File: config.mk
export PLATFORM = sky130hd
export DESIGN_NAME = md_sequencer
export DESIGN_NICKNAME = d
export VERILOG_FILES = /design/src/rtl/md_sequencer_pkg.sv /design/src/rtl/md_timeout_counter.sv /design/src/rtl/md_sequencer.sv
export SDC_FILE = /design/constraint.sdc
export NUM_CORES = 1
export LEC_CHECK = 0
export BUFFER_PORTS_ARGS = -buffer_cell sky130_fd_sc_hd__clkbuf_2
export CAP_MARGIN = 40
export CORE_ASPECT_RATIO = 2
export CORE_MARGIN = 8
export CORE_UTILIZATION = 41
export DETAILED_ROUTE_END_ITERATION = 7
export PLACE_DENSITY = 0.75
export SLEW_MARGIN = 20
export SYNTH_ARGS = -nofsm -noshare
export SYNTH_HDL_FRONTEND = slang
export SYNTH_HIERARCHICAL = 1
export SYNTH_SLANG_ARGS = --single-unit
File: constraint.sdc
create_clock -name clock -period 1.9 [get_ports clock]
set_input_delay 0.095 -clock clock [delete_from_list [all_inputs] [get_ports clock]]
set_output_delay 0.095 -clock clock [all_outputs]
set_load 0.05 [all_outputs]
File: src/rtl/md_sequencer_pkg.sv
// md_sequencer_pkg: shared state encoding, exception codes and mul/div decode constants
package md_sequencer_pkg;
    typedef enum logic [1:0] {IDLE = 2'd0, BUSY = 2'd1, DONE = 2'd2} state_t;
    localparam logic [31:0] MUL_EXC = 32'd4;
    localparam logic [31:0] DIV_EXC = 32'd5;
    localparam logic [4:0] OPC_ALU = 5'b00000;
    localparam logic [4:0] ALUOP_MUL = 5'b00110;
    localparam logic [4:0] ALUOP_DIV = 5'b00111;
    function automatic logic is_md(input logic [4:0] opc, input logic [4:0] aluop);
        return opc == OPC_ALU && (aluop == ALUOP_MUL || aluop == ALUOP_DIV);
    endfunction
endpackage

File: src/rtl/md_timeout_counter.sv
// md_timeout_counter: 6-bit busy-cycle counter (clk/rst, clr, en in; cnt, term at TIMEOUT-1 out)
module md_timeout_counter
    import md_sequencer_pkg::*;
#(
    parameter int TIMEOUT = 40
) (
    input  logic       clock,
    input  logic       reset,
    input  logic       clr,
    input  logic       en,
    output logic [5:0] cnt,
    output logic       term
);
    logic [5:0] cnt_q, cnt_d;
    always_comb cnt_d = clr ? 6'd0 : en ? cnt_q + 6'd1 : cnt_q;
    always_ff @(posedge clock) cnt_q <= reset ? 6'd0 : cnt_d;
    assign cnt = cnt_q;
    assign term = cnt_q == 6'(TIMEOUT - 1);
endmodule

File: src/rtl/md_sequencer.sv
// md_sequencer: issues mul/div to the unit, stalls X while busy, arbitrates the result onto the write port (issue_*, md_* in; md_a/b, ctrl_*, stall, wb_* out)
module md_sequencer
    import md_sequencer_pkg::*;
#(
    parameter int TIMEOUT     = 40,
    parameter int RSTATUS_REG = 30
) (
    input  logic        clock,
    input  logic        reset,
    input  logic        issue_valid,
    input  logic        issue_is_div,
    input  logic [31:0] issue_a,
    input  logic [31:0] issue_b,
    input  logic [4:0]  issue_rd,
    input  logic [31:0] md_result,
    input  logic        md_exception,
    input  logic        md_ready,
    input  logic        wb_grant,
    output logic [31:0] md_a,
    output logic [31:0] md_b,
    output logic        ctrl_MULT,
    output logic        ctrl_DIV,
    output logic        stall,
    output logic        wb_valid,
    output logic [4:0]  wb_reg,
    output logic [31:0] wb_data
);
    state_t      state_q, state_d;
    logic [31:0] md_a_q, md_a_d, md_b_q, md_b_d, wb_data_q, wb_data_d;
    logic [4:0]  rd_q, rd_d, wb_reg_q, wb_reg_d;
    logic        div_q, div_d, mult_q, mult_d, dv_q, dv_d, wb_valid_q, wb_valid_d;
    logic [5:0]  cnt;
    logic        term, exc;
    md_timeout_counter #(.TIMEOUT(TIMEOUT)) u_cnt (
        .clock(clock),
        .reset(reset),
        .clr(state_q != BUSY),
        .en(state_q == BUSY),
        .cnt(cnt),
        .term(term)
    );
    // a timeout is reported exactly like a unit exception; ready wins a tie with the timeout
    assign exc = md_ready ? md_exception : 1'b1;
    always_comb begin
        state_d = state_q;
        md_a_d = md_a_q;
        md_b_d = md_b_q;
        rd_d = rd_q;
        div_d = div_q;
        mult_d = 1'b0;
        dv_d = 1'b0;
        wb_valid_d = wb_valid_q;
        wb_reg_d = wb_reg_q;
        wb_data_d = wb_data_q;
        case (state_q)
            IDLE: if (issue_valid) begin
                state_d = BUSY;
                md_a_d = issue_a;
                md_b_d = issue_b;
                rd_d = issue_rd;
                div_d = issue_is_div;
                mult_d = !issue_is_div;
                dv_d = issue_is_div;
            end
            BUSY: if ((md_ready && cnt != 6'd0) || term) begin
                state_d = DONE;
                wb_valid_d = 1'b1;
                wb_reg_d = exc ? 5'(RSTATUS_REG) : rd_q;
                wb_data_d = exc ? (div_q ? DIV_EXC : MUL_EXC) : md_result;
            end
            DONE: if (wb_grant) begin
                state_d = IDLE;
                wb_valid_d = 1'b0;
            end
            default: state_d = IDLE;
        endcase
    end
    always_ff @(posedge clock) begin
        if (reset) begin
            state_q <= IDLE;
            md_a_q <= '0;
            md_b_q <= '0;
            rd_q <= '0;
            div_q <= 1'b0;
            mult_q <= 1'b0;
            dv_q <= 1'b0;
            wb_valid_q <= 1'b0;
            wb_reg_q <= '0;
            wb_data_q <= '0;
        end else begin
            state_q <= state_d;
            md_a_q <= md_a_d;
            md_b_q <= md_b_d;
            rd_q <= rd_d;
            div_q <= div_d;
            mult_q <= mult_d;
            dv_q <= dv_d;
            wb_valid_q <= wb_valid_d;
            wb_reg_q <= wb_reg_d;
            wb_data_q <= wb_data_d;
        end
    end
    assign md_a = md_a_q;
    assign md_b = md_b_q;
    assign ctrl_MULT = mult_q;
    assign ctrl_DIV = dv_q;
    assign stall = (issue_valid && state_q == IDLE) || state_q != IDLE;
    assign wb_valid = wb_valid_q;
    assign wb_reg = wb_reg_q;
    assign wb_data = wb_data_q;
endmodule

### Yosys cells after proc, flatten, opt, wreduce, memory -nomap -nowiden

Cells that the tools add are included.

* bits in registers: 118
* input port bits: 108
* output and inout bits: 105
* word-level logic and storage cells: 47

* add/subtract/negate cells: 1
* eq/ne operators: 7
* multiplexer cells: 11
* bitwise operators: 2
* reductions and logical operators: 15

Operator list (count)
* $mux W32: 1
* $add A6 B1 Y6 const B: 1
* $eq A6 B6 Y1 const B: 1
* $mux W2: 3
* $ne A2 B2 Y1 const B: 3
* $pmux W2 S3: 1
* $reduce_and A3 Y1: 2
* $reduce_bool A6 Y1: 1
* $mux W5: 1
* $mux W1: 4
* $reduce_and A2 Y1: 2
* $reduce_bool A2 Y1: 2
* $reduce_or A3 Y1: 1
* $eq A2 B1 Y1 const B: 1
* $eq A2 B2 Y1 const B: 1
* $logic_and A1 B1 Y1: 2
* $logic_not A2 Y1: 1
* $logic_or A1 B1 Y1: 2
* $ne A2 B1 Y1 const B: 1
* $not A1 Y1: 2
* $pmux W1 S2: 1
* $reduce_or A2 Y1: 1
* $logic_not A1 Y1: 1

### Logic depth before layout (Yosys ltp)

* depth in word-level cells: 5
* mapped depth: 9
* depth with buffers taken out: 7

### By module

Netlist, hierarchy kept.

By module, submodules not included
* md_sequencer: times used 1, cells each 501, area an instance 4214.0 µm², sequential area each 2242.2 µm²
* md_timeout_counter: times used 1, cells each 28, area an instance 261.5 µm², sequential area each 120.1 µm²

### Worst setup path before layout

OpenSTA, ideal clock, no wires.

* path kind: register to register
* start point: register u_cnt.cnt_q[1], in the netlist u_cnt/cnt[1]
* end point: register wb_data_q[11], in the netlist wb_data[11]
* setup time: 0.116 ns
* arrival: 1.766 ns
* data required time: 1.784 ns
* path slack: 0.019 ns
* cell stages (with the launch flop): 7
* buffers on the path: 2
* period minus slack after synthesis: 1.881 ns
* path through: dfxtp_1 -> or4_1 -> or4_4 -> buf_2 -> buf_2 -> nand4_1 -> o21ai_2

* longest elaborated chain between the ends: 4
* elaborated cells between the ends (all ways): 5
* classes of those cells: 1 x eq/ne; 4 x reduce/logical

Ends and longest elaborated chain
* start, declared: RTL line md_timeout_counter.sv:14 `logic [5:0] cnt_q, cnt_d;`
* start signal, assigned: RTL line md_timeout_counter.sv:16 `always_ff @(posedge clock) cnt_q <= reset ? 6'd0 : cnt_d;`
* $reduce_bool A6 Y1: RTL line md_sequencer.sv:65 `BUSY: if ((md_ready && cnt != 6'd0) || term) begin`
* $logic_and A1 B1 Y1: RTL line md_sequencer.sv:65
* $logic_or A1 B1 Y1 (*): RTL line md_sequencer.sv:65
* $reduce_and A2 Y1 (no source line) (*)
* end signal, assigned: RTL line md_sequencer.sv:100 `wb_data_q <= wb_data_d;`
* end, declared: RTL line md_sequencer.sv:29 `logic [31:0] md_a_q, md_a_d, md_b_q, md_b_d, wb_data_q, wb_data_d;`

Mark *: on every way between the ends. The rest lies on a longest branch, timed or not.
A chain may end at the register's enable or synchronous reset.

### Final worst setup path

* start point: register u_cnt.cnt_q[2], in the netlist u_cnt/cnt[2]
* end point: register wb_data_q[21], in the netlist wb_data[21]

Same word-level chain as after synthesis.

==> reports/results.ini <==
[timing]
finalMaxSlewViolations=0
finalSetupViolCount=33
hold_viol=0
rsz0062_at_grt=yes
fin_setup_tns_ps=-1390
finalCriticalPeriod_ps=1980
slew_headroom=0.656
tightest_slew_ps=516
min_period_over_period=1.04
skew_ps=8.42
fmax_mhz=506
setup_ws_ps=-78.0
hold_slack_ps=33.2

[job]
drv_cap=0

[logic_synthesis]
yosysTopAreaCell=dfxtp_1
synth_most_common_cell=nand2_1
synth-main-ff-cell=dfxtp_1
ys_ff_latch=118
synth_top_area_frac=0.528
syn_area_um2=4480
synth_edf_count=0
synth.distinct_cells=32
syn-mean-instance-area_um2=8.46
synth_area_leaders=dfxtp_1 (53%), nand2_1 (12%), a21oi_1 (8.9%), o21ai_2 (5.9%), nand2b_1 (4.5%)
ys_async_sr_fraction=0
ys_seq_area_frac=0.528
synth_cells=529
synthTopCellsByCount=nand2_1 (145), dfxtp_1 (118), a21oi_1 (80)
synth_nets=638
yosys_warnings=6

[route]
wire_per_inst_um=16.8
wl_met2_mm=9.03
drt_pass1_iterations=5
wl_met3_mm=1.18
wirelength_mm=16.8
via_per_inst=5.06
dr.first_iter.drc_count=220
met1Wirelength_mm=5.95
ant_nets=0
drc=0
vias=5055
dr.max_layer_used=met4

[critical_path]
r2r_start=u_cnt/cnt[2]
worstPathArrival_ps=2310
startpoint_type=register
path_buf_inv=1
path_max_fanout=7
cp-end-kind=register
critPathTopFamily=simple AND/OR/NAND/NOR gates
path_class=register to register
required_ps=2240
crit_path_frequent_cell=or4_4
cpPeakStageDelay_ps=540
cpMaxStageDelayCell=or4_4
crit_chain=or4_4 -> or4_4 -> and2_4 -> buf_12 -> o21ai_4
critical_path.startpoint=u_cnt/cnt[2]

[floorplanning]
core-area_um2=10800
rows=54
initial_core_util=0.414
die_y_um=164
die-width_um=89.9
die-area_um2=14700
pin_count=213

[layout]
nets=954
drive_gt1_frac=0.372
stdcell_count=1000
area_growth_pct=69.1
fillers=772

[clocking]
numCtsBuffers=17
clk_latency_ps=410
h-tree-depth=4
clkSinkCount=118
clk_pin_slew_ps=60
clk_path_buf_depth=2
root_buffer=clkbuf_16
cts_tree=yes

[placement]
port_buffers=212
dp_hpwl_mm=10.6
dp.cells=859
place_congestion=0.808

[outcome]
violations=setup timing
outcome=finished, violations left

[grt]
antenna_found_initial=0
grtUsageTotal=0.217
grt_overflow=0
grt_pass1_wl_mm=26.0
grt_pass1_vias=5304
grt_max_degree=52

[power]
pwr_density_cell_nw_per_um2=959
vdd_drop_max_mv=0.797
leakage_uw=0.00339
p_total_uw=7260

[hold_path]
min-delay-start=md_result[0]
hold_path_class=primary input to register

## power by group
group          total, µW  switching (µW)  internal (µW)
sequential          2630            53.0           2580
clock               3560            1130           2430
combinational       1070             671            396
total               7260            1860           5400
## cells by family (layout without fill, tap and decap cells)
group / Yosys count / in the layout / share of synthesized area
AND/OR/NAND/NOR: 240 / 241 / 0.250
AO/OA/AOI/OAI: 119 / 119 / 0.162
flip-flops: 118 / 118 / 0.528
buffers and inverters: 45 / 373 / 0.0453
XOR/XNOR: 4 / 4 / 0.00783
multiplexers: 2 / 2 / 0.00447
adder cells (fa/ha/maj): 1 / 1 / 0.00280
other: 0 / 2 / 0
## worst reg2reg max path, cell delays in order, from the launching register on
cell and delay [ps]:
dfxtp_2 310, or4_4 530, or4_4 540, and2_4 250, buf_12 160, o21ai_4 120
## metrics by stage
stage | util | area (µm²) | setup slack (ps)
2_1_floorplan | - | 4480 | 18.8
3_3_place_gp | 0.532 | 5750 | 34.1
3_5_place_dp | 0.532 | 5750 | -24.9
4_1_cts | 0.690 | 7460 | -9.92
5_1_grt | 0.699 | 7560 | -106
6_report | 0.700 | 7570 | -78.0
## cell usage in the layout (no fill, tap or decap), types with 2 or more instances in the layout
| cell type | n |
|---|---|
| dfxtp_2 | 3 |
| or4_4 | 2 |
| clkbuf_16 | 18 |
| and2_4 | 2 |
| nand2_1 | 144 |
| or3_1 | 2 |
| clkinv_2 | 3 |
| buf_6 | 4 |
| nor2_1 | 15 |
| buf_4 | 16 |
| a21oi_1 | 78 |
| o21ai_2 | 29 |
| a211oi_2 | 2 |
| dlygate4sd3_1 | 102 |
| bufinv_16 | 5 |
| clkbuf_2 | 211 |
| dfxtp_1 | 115 |
| clkbuf_8 | 3 |
| nand4_1 | 32 |
| a211oi_1 | 4 |
| clkinvlp_4 | 2 |
| nand2b_1 | 32 |
| xor2_1 | 3 |
| a21oi_2 | 2 |
| mux2i_1 | 2 |
| buf_12 | 6 |
| o21ai_0 | 2 |
| diode_2 | 2 |
## layer usage
metal	vias to the layer above	GRT usage
met3	52	0.0778
met5	-	0
met4	0	0.127
met2	224	0.393
met1	2367	0.207
li1	2412	-
## layout make-up
| cell class | instances | area, µm² | area share |
|---|---|---|---|
| Antenna cell | 2 | 5.00 | 0.000661 |
| Inverter | 1 | 3.75 | 0.000496 |
| Clock inverter | 12 | 198 | 0.0261 |
| Multi-Input combinational cell | 367 | 1960 | 0.260 |
| Timing Repair Buffer | 340 | 2390 | 0.316 |
| Tap cell | 140 | 175 | 0.0232 |
| Sequential cell | 118 | 2370 | 0.313 |
| Clock buffer | 20 | 467 | 0.0617 |
## path summary, 6_finish.rpt
check                endpoint  slack [ps]  cells after the start
setup / recovery  wb_data[21]         -80                      5
hold / removal     wb_data[0]          30                      3
setup reg to reg  wb_data[21]         -80                      5
hold reg to reg      md_b[27]         450                      2
## repair_timing
item,4_1_cts,5_1_grt
endpoints found under the setup margin,9,37
buffers inserted,2,1
resized for setup,1,18
hold buffers,102,0
pin swaps,0,33
cloned,0,2
hold endpoints to repair,104,0
No activity file was read; power rests on OpenSTA's default activity.
